`config.mk`:
```
export PLATFORM = sky130hd
export DESIGN_NAME = led_round_ctrl
export DESIGN_NICKNAME = d
export VERILOG_FILES = /design/src/rtl/led_ctrl_pkg.sv /design/src/rtl/led_rc_lfsr.sv /design/src/rtl/led_round_ctrl.sv
export SDC_FILE = /design/constraint.sdc
export NUM_CORES = 1
export LEC_CHECK = 0
export CAP_MARGIN = 20
export CORE_UTILIZATION = 46
export CTS_CLUSTER_SIZE = 14
export DETAILED_ROUTE_END_ITERATION = 12
export PLACE_DENSITY = 0.73
export SKIP_LAST_GASP = 1
export SYNTH_ARGS = -nofsm -noshare
export SYNTH_HDL_FRONTEND = slang
export SYNTH_SLANG_ARGS = --single-unit
```
`constraint.sdc`:
```
create_clock -name clk -period 1.8 [get_ports clk]
set_input_delay 0.36 -clock clk [delete_from_list [all_inputs] [get_ports clk]]
set_output_delay 0.36 -clock clk [all_outputs]
set_load 0.005 [all_outputs]
```
`src/rtl/led_ctrl_pkg.sv`:
```
// Shared types, constants and the round-constant update for the LED round controller.
package led_ctrl_pkg;

  typedef enum logic [1:0] {
    IDLE  = 2'd0,
    RUN   = 2'd1,
    FINAL = 2'd2
  } state_e;

  localparam int          ROUNDS_64  = 32;
  localparam int          ROUNDS_128 = 48;
  localparam logic [5:0]  RC_INIT    = 6'h01;

  // LED round-constant LFSR step: shift left, feed back XNOR of the two top bits.
  function automatic logic [5:0] rc_next(input logic [5:0] cur);
    return {cur[4:0], ~(cur[5] ^ cur[4])};
  endfunction

endpackage

```
`src/rtl/led_rc_lfsr.sv`:
```
// 6-bit LED round-constant generator; init reloads the seed, en advances one round.
module led_rc_lfsr
  import led_ctrl_pkg::*;
(
  input  logic       clk,
  input  logic       rst,
  input  logic       init,
  input  logic       en,
  output logic [5:0] rc
);

  logic [5:0] rc_q;
  logic [5:0] rc_d;

  always_comb begin
    rc_d = rc_q;
    if (init) begin
      rc_d = RC_INIT;
    end else if (en) begin
      rc_d = rc_next(rc_q);
    end
  end

  always_ff @(posedge clk) begin
    if (rst) begin
      rc_q <= RC_INIT;
    end else begin
      rc_q <= rc_d;
    end
  end

  assign rc = rc_q;

endmodule

```
`src/rtl/led_round_ctrl.sv`:
```
// Round controller for masked LED-64/LED-128 with a multi-stage S-box datapath.
// Optional abort input enabled by defining LED_CTRL_ABORT_EN.
module led_round_ctrl
  import led_ctrl_pkg::*;
#(
  parameter int SBOX_STAGES = 5
) (
  input  logic       clk,
  input  logic       rst,
  input  logic       start,
  input  logic       key128,
`ifdef LED_CTRL_ABORT_EN
  input  logic       abort,
`endif
  output logic       load,
  output logic       busy,
  output logic       add_key,
  output logic       sel_key,
  output logic       round_en,
  output logic [5:0] rc,
  output logic [5:0] round_cnt,
  output logic       done
);

  localparam int              PH_W    = (SBOX_STAGES > 1) ? $clog2(SBOX_STAGES) : 1;
  localparam logic [PH_W-1:0] PH_LAST = PH_W'(SBOX_STAGES - 1);

  state_e          state_q, state_d;
  logic [PH_W-1:0] phase_q, phase_d;
  logic [5:0]      round_q, round_d;
  logic            mode_q,  mode_d;
  logic            done_q,  done_d;

  logic            abort_w;
  logic            phase_last;
  logic [5:0]      round_last;
  logic            rc_init;
  logic            rc_en;

`ifdef LED_CTRL_ABORT_EN
  assign abort_w = abort;
`else
  assign abort_w = 1'b0;
`endif

  assign phase_last = (phase_q == PH_LAST);
  assign round_last = mode_q ? 6'(ROUNDS_128 - 1) : 6'(ROUNDS_64 - 1);

  // Next-state and strobe generation; the phase counter sub-divides each round
  // into one cycle per S-box register stage.
  always_comb begin
    state_d  = state_q;
    phase_d  = phase_q;
    round_d  = round_q;
    mode_d   = mode_q;
    done_d   = 1'b0;
    load     = 1'b0;
    add_key  = 1'b0;
    sel_key  = 1'b0;
    round_en = 1'b0;
    rc_init  = 1'b0;
    rc_en    = 1'b0;

    case (state_q)
      IDLE: begin
        if (start) begin
          load    = 1'b1;
          mode_d  = key128;
          round_d = '0;
          phase_d = '0;
          rc_init = 1'b1;
          state_d = RUN;
        end
      end

      RUN: begin
        round_en = phase_last;
        add_key  = (phase_q == '0) && (round_q[1:0] == 2'b00);
        sel_key  = mode_q & round_q[2];
        if (abort_w) begin
          state_d = IDLE;
        end else if (phase_last) begin
          phase_d = '0;
          round_d = round_q + 6'd1;
          rc_en   = 1'b1;
          if (round_q == round_last) begin
            state_d = FINAL;
          end
        end else begin
          phase_d = phase_q + PH_W'(1);
        end
      end

      FINAL: begin
        // Final whitening always uses K1.
        add_key = 1'b1;
        state_d = IDLE;
        done_d  = ~abort_w;
      end

      default: begin
        state_d = IDLE;
      end
    endcase
  end

  always_ff @(posedge clk) begin
    if (rst) begin
      state_q <= IDLE;
      phase_q <= '0;
      round_q <= '0;
      mode_q  <= 1'b0;
      done_q  <= 1'b0;
    end else begin
      state_q <= state_d;
      phase_q <= phase_d;
      round_q <= round_d;
      mode_q  <= mode_d;
      done_q  <= done_d;
    end
  end

  led_rc_lfsr u_rc_lfsr (
    .clk  (clk),
    .rst  (rst),
    .init (rc_init),
    .en   (rc_en),
    .rc   (rc)
  );

  assign busy      = (state_q != IDLE);
  assign round_cnt = round_q;
  assign done      = done_q;

endmodule

```
==> results of run 1 <==
==> cell usage in the layout, fill, tap and decap left out, types with 2 or more instances in the layout <==
cell type and n:
buf_4 20, clkdlybuf4s50_1 16, nand2_1 14, nor2_1 13, dfxtp_1 13, a21oi_1 9
inv_1 7, xnor2_1 6, dfxtp_2 6, ha_1 5, inv_2 4, nor2b_1 3
a2111oi_4 3, nor3_1 3, clkbuf_4 3, nand2_2 2, nand3_1 2, a211oi_1 2
ha_4 2, clkbuf_2 2, dlymetal6s2s_1 2
==> kinds of logic after synthesis <==
group | after synthesis | share of synthesized area [%]
fa+ha+maj | 8 | 9.77
buf+inv | 14 | 5.25
flops | 19 | 37.1
mux | 1 | 2.20
compound gates | 21 | 19.0
simple gates | 44 | 20.6
xor+xnor | 7 | 5.98
==> cell usage after synthesis <==
cell type	count	area [µm²]
a2111oi_4	3	82.6
a211o_1	1	8.76
a211oi_1	2	15.0
a21o_1	1	7.51
a21oi_1	9	45.0
a22oi_1	1	7.51
and3_1	1	6.26
and4b_1	1	10.0
buf_2	1	5.00
clkbuf_1	1	3.75
dfxtp_1	19	380
ha_1	8	100
inv_1	12	45.0
mux2i_4	1	22.5
nand2_1	16	60.1
nand2b_1	1	6.26
nand3_1	2	10.0
nand3_2	1	10.0
nand3b_1	1	7.51
nor2_1	13	48.8
nor2b_1	3	18.8
nor3_1	3	15.0
nor3_2	1	10.0
o21a_1	1	7.51
o21ai_0	1	5.00
o21bai_1	1	7.51
o41ai_1	1	8.76
or3b_1	1	8.76
xnor2_1	6	52.6
xor2_1	1	8.76
==> final timing paths <==
kind | endpoint | slack [ps]
max reg2reg | state_q[0] | 100
min reg2reg | u_rc_lfsr.rc[3] | 470
min | u_rc_lfsr.rc[3] | 470
max | round_en | 80
==> sequential cells by signal (all words and copies together), names as in the netlist <==
register and count:
done 1, mode_q 1, u_rc_lfsr.rc 6, phase_q 3
state_q 2, round_cnt 6
==> cell type report <==
type | count | area share (%)
Multi-Input combinational cell | 81 | 42.6
Sequential cell | 19 | 26.2
Timing Repair Buffer | 41 | 24.0
Inverter | 12 | 3.21
Tap cell | 27 | 2.28
Clock buffer | 4 | 1.77
==> power groups by stage <==
| stage | logic [µW] | clock network (µW) | registers [µW] |
|---|---|---|---|
| final | 421 | 224 | 454 |
| after global routing | 454 | 243 | 457 |
| after CTS | 397 | 225 | 453 |
| after detailed placement | 352 | 0 | 458 |
| after global placement | 342 | 0 | 457 |
| after floorplan | 209 | 0 | 456 |
==> through the flow <==
stage                     setup WS (ps)  setup TNS [ps]
after floorplan                     169               0
after global placement            -28.8           -28.8
after detailed placement          -47.6           -60.0
after CTS                         -93.8            -106
after global routing               3.45               0
final                              76.6               0
==> layer usage <==
metal / GRT usage, % / routed length (µm) / vias up
met2: 37.9 / 1240 / 24
met1: 26.3 / 1060 / 454
li1: - / - / 466
met5: 0 / 0 / -
met4: 8.82 / 53 / 0
met3: 3.74 / 86 / 7
==> worst max-delay path: cells and delay by family (launching register included) <==
kind	cells	cell delay, ps
adders and majority gates	1	150
buffers and inverters	4	500
DFF	1	340
and+or+nand+nor	1	70
==> timing repair <==
item                                   CTS  global route
setup endpoints to repair                5             9
resized for setup                       21             9
endpoints found under the hold margin    0             0
pin swaps                                1             1
hold buffers                             0             0
buffers inserted                         2             2
==> out/results.txt, run 1 <==
Seq pwr share - 41.3%
Startpoint Class - flop
Crit-path cells - buf_4 > ha_4 > buf_4 > nand3_4 > inv_2 > clkdlybuf4s15_1
First-pass GRT wire length - 3930 µm
Drt pass-1 iters - 4
Gpl congestion - 0.779
Core outline area - 2020 µm²
Area grow syn2layout - 44.6%
Post-DP Area - 1380 µm²
CP Class - flop to output port
Initial Utilization - 50.7%
Final Max Tran Viols - 0
Multi-input logic area - 631 µm²
GRT Total Usage - 21.8%
Yosys cell types - 30
RSZ-0062 raised after global routing - false
Number of port buffers - 21
Sequential share of the synthesized area - 37.1%
Worst r2r src - phase_q[0]
Hold crit path type - flop to flop
CTS clk-pin slew, worst paths - 100 ps
Row count - 16
Fin crit period - 1720 ps
Pwr/cell area - 742 nW/µm²
Htree depth - 1
Max Cap Violations - 0
Cell repeated most along the worst path - buf_4
Fillers - 158
Syn Nets - 126
Worst-skew pair later-pin latency - 310 ps
Rel. slew slack - 71.3%
Synthesized flop and latch total - 19
1st-iter DRT viols - 18
Worst Max-Slew Pin Slew - 422 ps
Number of antenna violations at the first check in global routing - 0
Final setup viols - 0
Sw Share - 33.1%
Yosys synthesis warning count - 0
NumNets Final - 170
P_int - 735 µW
Synth Instances - 114
DRC errors left - 0
Final std cells w/o fill - 184
Placed Cells - 176
Status - finished, final reports clean
Critical path's slowest cell - dfxtp_2
Sw Pwr - 364 µW
Largest net degree at the start of global routing - 11
Fin Hold WS - 471 ps
Worst vdd ir - 0.560 mV
Routed length per instance - 13.3 µm
Req. time, crit path - 1440 ps
Clock power frac - 20.4%
Detailed Place HPWL - 1790 µm
Total vias in the final route - 951
ANT cells - 0
Combinational cell fraction of total power - 38.3%
CP Capture Type - output port
Layout cells sized above 1 - 29.9%
Final worst-path cycle share - 95.7%
Leakage power - 0.000572 µW
Post-Route WL - 2440 µm
Synthesized area - 1020 µm²
Critical path origin - state_q[0]
Number of cells on the worst reg-to-reg path - 7
Antenna-violating nets left - 0
Gr ovfl total - 0
TritonCTS clock tree - built
Final Core Density - 73.3%
Root buffer cell - clkbuf_4
Number of global-route vias before repair - 851
Hold path startpoint - u_rc_lfsr.rc[2]
Final Instance Area - 1480 µm²
I/O pin count - 22
Chip height - 49.2 µm
Crit Path Max Fanout - 3
Die width - 49.2 µm
Avg Cell Area, Syn - 8.99 µm²
Maximum clock path buffer count - 2
Drt via density - 5.17
Worst EP arrival - 1360 ps
Die area - 2420 µm²
Register area - 388 µm²
CTS sink count - 19
CTS buffer count - 3
Hold Vio Cnt, Final - 0
Fmax - 580 MHz
Final Skew - 9.48 ps
CP max stage delay - 340 ps
Worst Hold Depth - 2
Pwr Total - 1100 µW
Note: power is estimated with default switching activity, not from simulation.
==> inputs of run 2 (changes only) <==
--- a/config.mk
+++ b/config.mk
@@ -9,7 +9,8 @@
 export CORE_UTILIZATION = 46
 export CTS_CLUSTER_SIZE = 14
 export DETAILED_ROUTE_END_ITERATION = 12
-export PLACE_DENSITY = 0.73
+export PLACE_DENSITY = 0.69
+export SKIP_CTS_REPAIR_TIMING = 1
 export SKIP_LAST_GASP = 1
 export SYNTH_ARGS = -nofsm -noshare
 export SYNTH_HDL_FRONTEND = slang
==> run 2 against run 1 <==
- final area is 0.68% lower
- global-route usage is 1.6 points lower
- wire length is 5.4% lower
- critical path depth is 1 lower
- maximum frequency is 2.2% lower
- via count is 7.4% lower
- first-iteration DRC count is 39% lower
- clock skew is 2.1 ps lower
- cell count is 1.6% lower
- sequential power is 2% higher
==> out/results.txt, run 2 (synthesis results as in run 1) <==
Die width - 49.2 µm
Largest net degree at the start of global routing - 12
Layout cells sized above 1 - 25.3%
Post-DP Area - 1370 µm²
Startpoint Class - flop
1st-iter DRT viols - 11
Worst-skew pair later-pin latency - 310 ps
Core outline area - 2020 µm²
Final setup viols - 0
Worst Max-Slew Pin Slew - 416 ps
Reg-to-Reg End - state_q[0]
Most common cell after layout, fill and taps aside - buf_4
Crit Path Max Fanout - 2
Placed Cells - 174
Worst vdd ir - 0.378 mV
Post-Route WL - 2310 µm
Final std cells w/o fill - 181
Multi-input logic area - 621 µm²
Final Skew - 7.37 ps
Rel. slew slack - 71.7%
Status - finished, final reports clean
Final Max Tran Viols - 0
Drt via density - 4.87
Hold Vio Cnt, Final - 0
Most frequent cells in the layout - buf_4 (17), clkdlybuf4s50_1 (16), nand2_1 (15)
Number of antenna violations at the first check in global routing - 0
Number of port buffers - 21
CTS clk-pin slew, worst paths - 120 ps
Antenna-violating nets left - 0
Routed length per instance - 12.8 µm
Final worst-path cycle share - 97.9%
Hold crit path type - flop to flop
Leakage power - 0.000616 µW
Chip height - 49.2 µm
CP Capture Type - output port
Drt pass-1 iters - 4
Fillers - 161
Fmax - 567 MHz
Worst Setup EP - add_key
Area grow syn2layout - 43.6%
Gr ovfl total - 0
Number of cells on the worst reg-to-reg path - 7
RSZ-0062 raised after global routing - true
Pwr/cell area - 732 nW/µm²
ANT cells - 0
GRT Total Usage - 20.2%
Reg2Reg Setup Slack - 180 ps
CTS sink count - 19
Req. time, crit path - 1440 ps
Root buffer cell - clkbuf_4
Worst r2r src - phase_q[0]
Fin crit period - 1760 ps
Detailed Place HPWL - 1670 µm
Total vias in the final route - 881
Maximum clock path buffer count - 2
Register area - 389 µm²
Worst EP arrival - 1400 ps
Die area - 2420 µm²
I/O pin count - 22
TritonCTS clock tree - built
First-pass GRT wire length - 3750 µm
Final Instance Area - 1470 µm²
Htree depth - 1
Row count - 16
Max Cap Violations - 0
Critical path origin - round_cnt[0]
Fin Hold WS - 477 ps
Gpl congestion - 0.776
NumNets Final - 167
Number of global-route vias before repair - 838
Initial Utilization - 50.7%
CTS buffer count - 3
DRC errors left - 0
CP Class - flop to output port
-- run 2: how the worst min path moves through the flow --
stage / startpoint / endpoint / cells after the start
floorplan: mode_q / mode_q / 2
global placement: u_rc_lfsr.rc[1] / u_rc_lfsr.rc[2] / 2
detailed placement: u_rc_lfsr.rc[2] / u_rc_lfsr.rc[3] / 2
CTS: u_rc_lfsr.rc[2] / u_rc_lfsr.rc[3] / 2
global route: u_rc_lfsr.rc[3] / u_rc_lfsr.rc[3] / 2
finish: u_rc_lfsr.rc[1] / u_rc_lfsr.rc[2] / 2
-- run 2: power breakdown --
group / total, µW / switching, µW / internal, µW
Combinational: 387 / 192 / 195
Clock: 227 / 144 / 83.0
Sequential: 463 / 19.6 / 444
-- run 2: metal layers --
| metal | vias to the layer above | GRT usage, % | routed length [µm] |
|---|---|---|---|
| met5 | - | 0 | 0 |
| li1 | 459 | - | - |
| met4 | 0 | 8.82 | 42 |
| met1 | 404 | 26.3 | 1110 |
| met3 | 5 | 3.74 | 60 |
| met2 | 13 | 32.4 | 1100 |
-- run 2: layout make-up --
class	instances	area share [%]
clock buffers	3	1.53
clock inverters	1	0.340
inverters	12	3.40
multi-input cells	81	42.2
flip-flops and latches	19	26.4
well taps	27	2.30
repair buffers	38	23.8
-- run 2: critical path: stages (launching register included) --
cell,delay [ps]
dfxtp_1,350
inv_1,40
ha_1,200
and4b_1,200
o21a_1,170
dlymetal6s2s_1,140
-- run 2: metrics by stage --
step	total power [µW]	TNS (ps)	utilization, %	worst slack, ps
3_3_place_gp	789	-45.5	67.5	-32.8
6_report	1080	0	72.8	37.5
3_5_place_dp	798	-144	67.5	-58.5
5_1_grt	1140	-27.1	72.8	-27.1
2_1_floorplan	665	0	-	169
4_1_cts	1020	-1400	68.9	-370
==> inputs of run 3 (changes only) <==
--- a/config.mk
+++ b/config.mk
@@ -7,9 +7,10 @@
 export LEC_CHECK = 0
 export CAP_MARGIN = 20
 export CORE_UTILIZATION = 46
-export CTS_CLUSTER_SIZE = 14
+export CTS_CLUSTER_SIZE = 40
 export DETAILED_ROUTE_END_ITERATION = 12
 export PLACE_DENSITY = 0.69
+export REMOVE_ABC_BUFFERS = 1
 export SKIP_CTS_REPAIR_TIMING = 1
 export SKIP_LAST_GASP = 1
 export SYNTH_ARGS = -nofsm -noshare
==> run 3 against run 2 <==
- the flow now finishes with violations (negative setup slack)
- hold slack worse by 2.7 ps
- sequential power down 1%
- power up 3.8%
- combinational power up 15%
- clock skew down 4.2 ps
- sequential cell count unchanged
- setup slack worse by 190 ps
- wire length about the same
- register-to-register slack worse by 90 ps
- via count up 4.0%
- final area up 1.6%
- critical path depth unchanged
- critical path type unchanged
==> out/results.txt, run 3 (synthesis results as in run 1) <==
Placed Cells - 174
Htree depth - 1
Final worst-path cycle share - 108%
Failing checks - negative setup slack
Final Skew - 3.12 ps
Met3 routed WL - 58 µm
CTS buffer count - 3
DRC errors left - 0
Routed length per instance - 12.7 µm
Critical path origin - state_q[0]
RSZ-0062 raised after global routing - true
Worst r2r src - state_q[0]
Drt via density - 5.03
CTS clk-pin slew, worst paths - 110 ps
Hold path startpoint - u_rc_lfsr.rc[3]
Fin crit period - 1950 ps
Number of cells on the worst reg-to-reg path - 8
Startpoint Class - flop
Worst Hold Depth - 2
Final std cells w/o fill - 182
Layout cells sized above 1 - 25.2%
Req. time, crit path - 1440 ps
Chip height - 49.2 µm
CP Capture Type - output port
First-pass GRT wire length - 3710 µm
Root buffer cell - clkbuf_4
Worst-skew pair later-pin latency - 290 ps
Initial Utilization - 50.7%
Core outline area - 2020 µm²
Detailed Place HPWL - 1660 µm
Worst Max-Slew Pin Slew - 402 ps
Hold crit path type - flop to flop
TritonCTS clock tree - built
ANT cells - 0
Area grow syn2layout - 45.9%
GRT Total Usage - 20.1%
DR top layer - met4
Maximum clock path buffer count - 2
Final Max Tran Viols - 0
Die area - 2420 µm²
Gr ovfl total - 0
Placement Setup Slack - -42.0 ps
Largest net degree at the start of global routing - 11
NumNets Final - 168
Worst vdd ir - 0.648 mV
Drt pass-1 iters - 4
Leakage power - 0.000612 µW
Fin Setup TNS - -153 ps
PnR worst setup slack - -153 ps
Status - complete, but fails checks
1st-iter DRT viols - 10
Fmax - 512 MHz
Number of antenna violations at the first check in global routing - 0
Number of port buffers - 21
Pwr Total - 1120 µW
Row count - 16
Met2 wire length - 1170 µm
Number of global-route vias before repair - 894
Fin Hold WS - 475 ps
Total vias in the final route - 916
Die width - 49.2 µm
CTS sink count - 19
Antenna-violating nets left - 0
Pwr/cell area - 748 nW/µm²
Worst EP arrival - 1590 ps
Post-Route WL - 2310 µm
Rel. slew slack - 73.1%
CP Class - flop to output port
Gpl congestion - 0.778
Final setup viols - 1
Max Cap Violations - 0
I/O pin count - 22
Wire length on met1 - 1060 µm
Hold Vio Cnt, Final - 0
Crit Path Max Fanout - 4
Most common cell after layout, fill and taps aside - clkdlybuf4s50_1
Most frequent cells in the layout - clkdlybuf4s50_1 (17), nand2_1 (15), dfxtp_1 (15), buf_4 (15), nor2_1 (13)
## run 3: critical path: stages, from the launching register on
cell	delay (ps)
dfxtp_4	360
inv_2	100
ha_4	180
nand2_1	70
inv_1	80
clkdlybuf4s50_1	500
## run 3: path summary, 6_finish.rpt
path,endpoint,slack (ps)
setup / recovery,load,-150
hold / removal,u_rc_lfsr.rc[3],470
setup reg to reg,round_cnt[5],90
hold reg to reg,u_rc_lfsr.rc[3],470
## run 3: per-stage QoR
step                      util, %  area, µm²
after detailed placement     67.5       1370
final                        73.9       1500
after CTS                    68.8       1390
after global routing         73.9       1500
after floorplan                 -       1020
after global placement       67.5       1370
## run 3: area by class of cell
type | instances | area [µm²]
multi-input combinational | 81 | 621
fill | 158 | 527
sequential | 19 | 388
timing repair buffer | 39 | 379
inverter | 12 | 47.5
tap | 27 | 33.8
clock buffer | 4 | 26.3
## run 3: report_power, final
part	total, µW	switching, µW	internal (µW)
clock network	215	129	86.1
logic	446	213	233
registers	457	13.4	443
total	1120	355	763
## run 3: layer usage
metal | up-vias | GRT usage [%]
li1 | 466 | -
met1 | 428 | 22.1
met2 | 20 | 35.6
met3 | 2 | 3.74
met4 | 0 | 11.3
met5 | - | 0
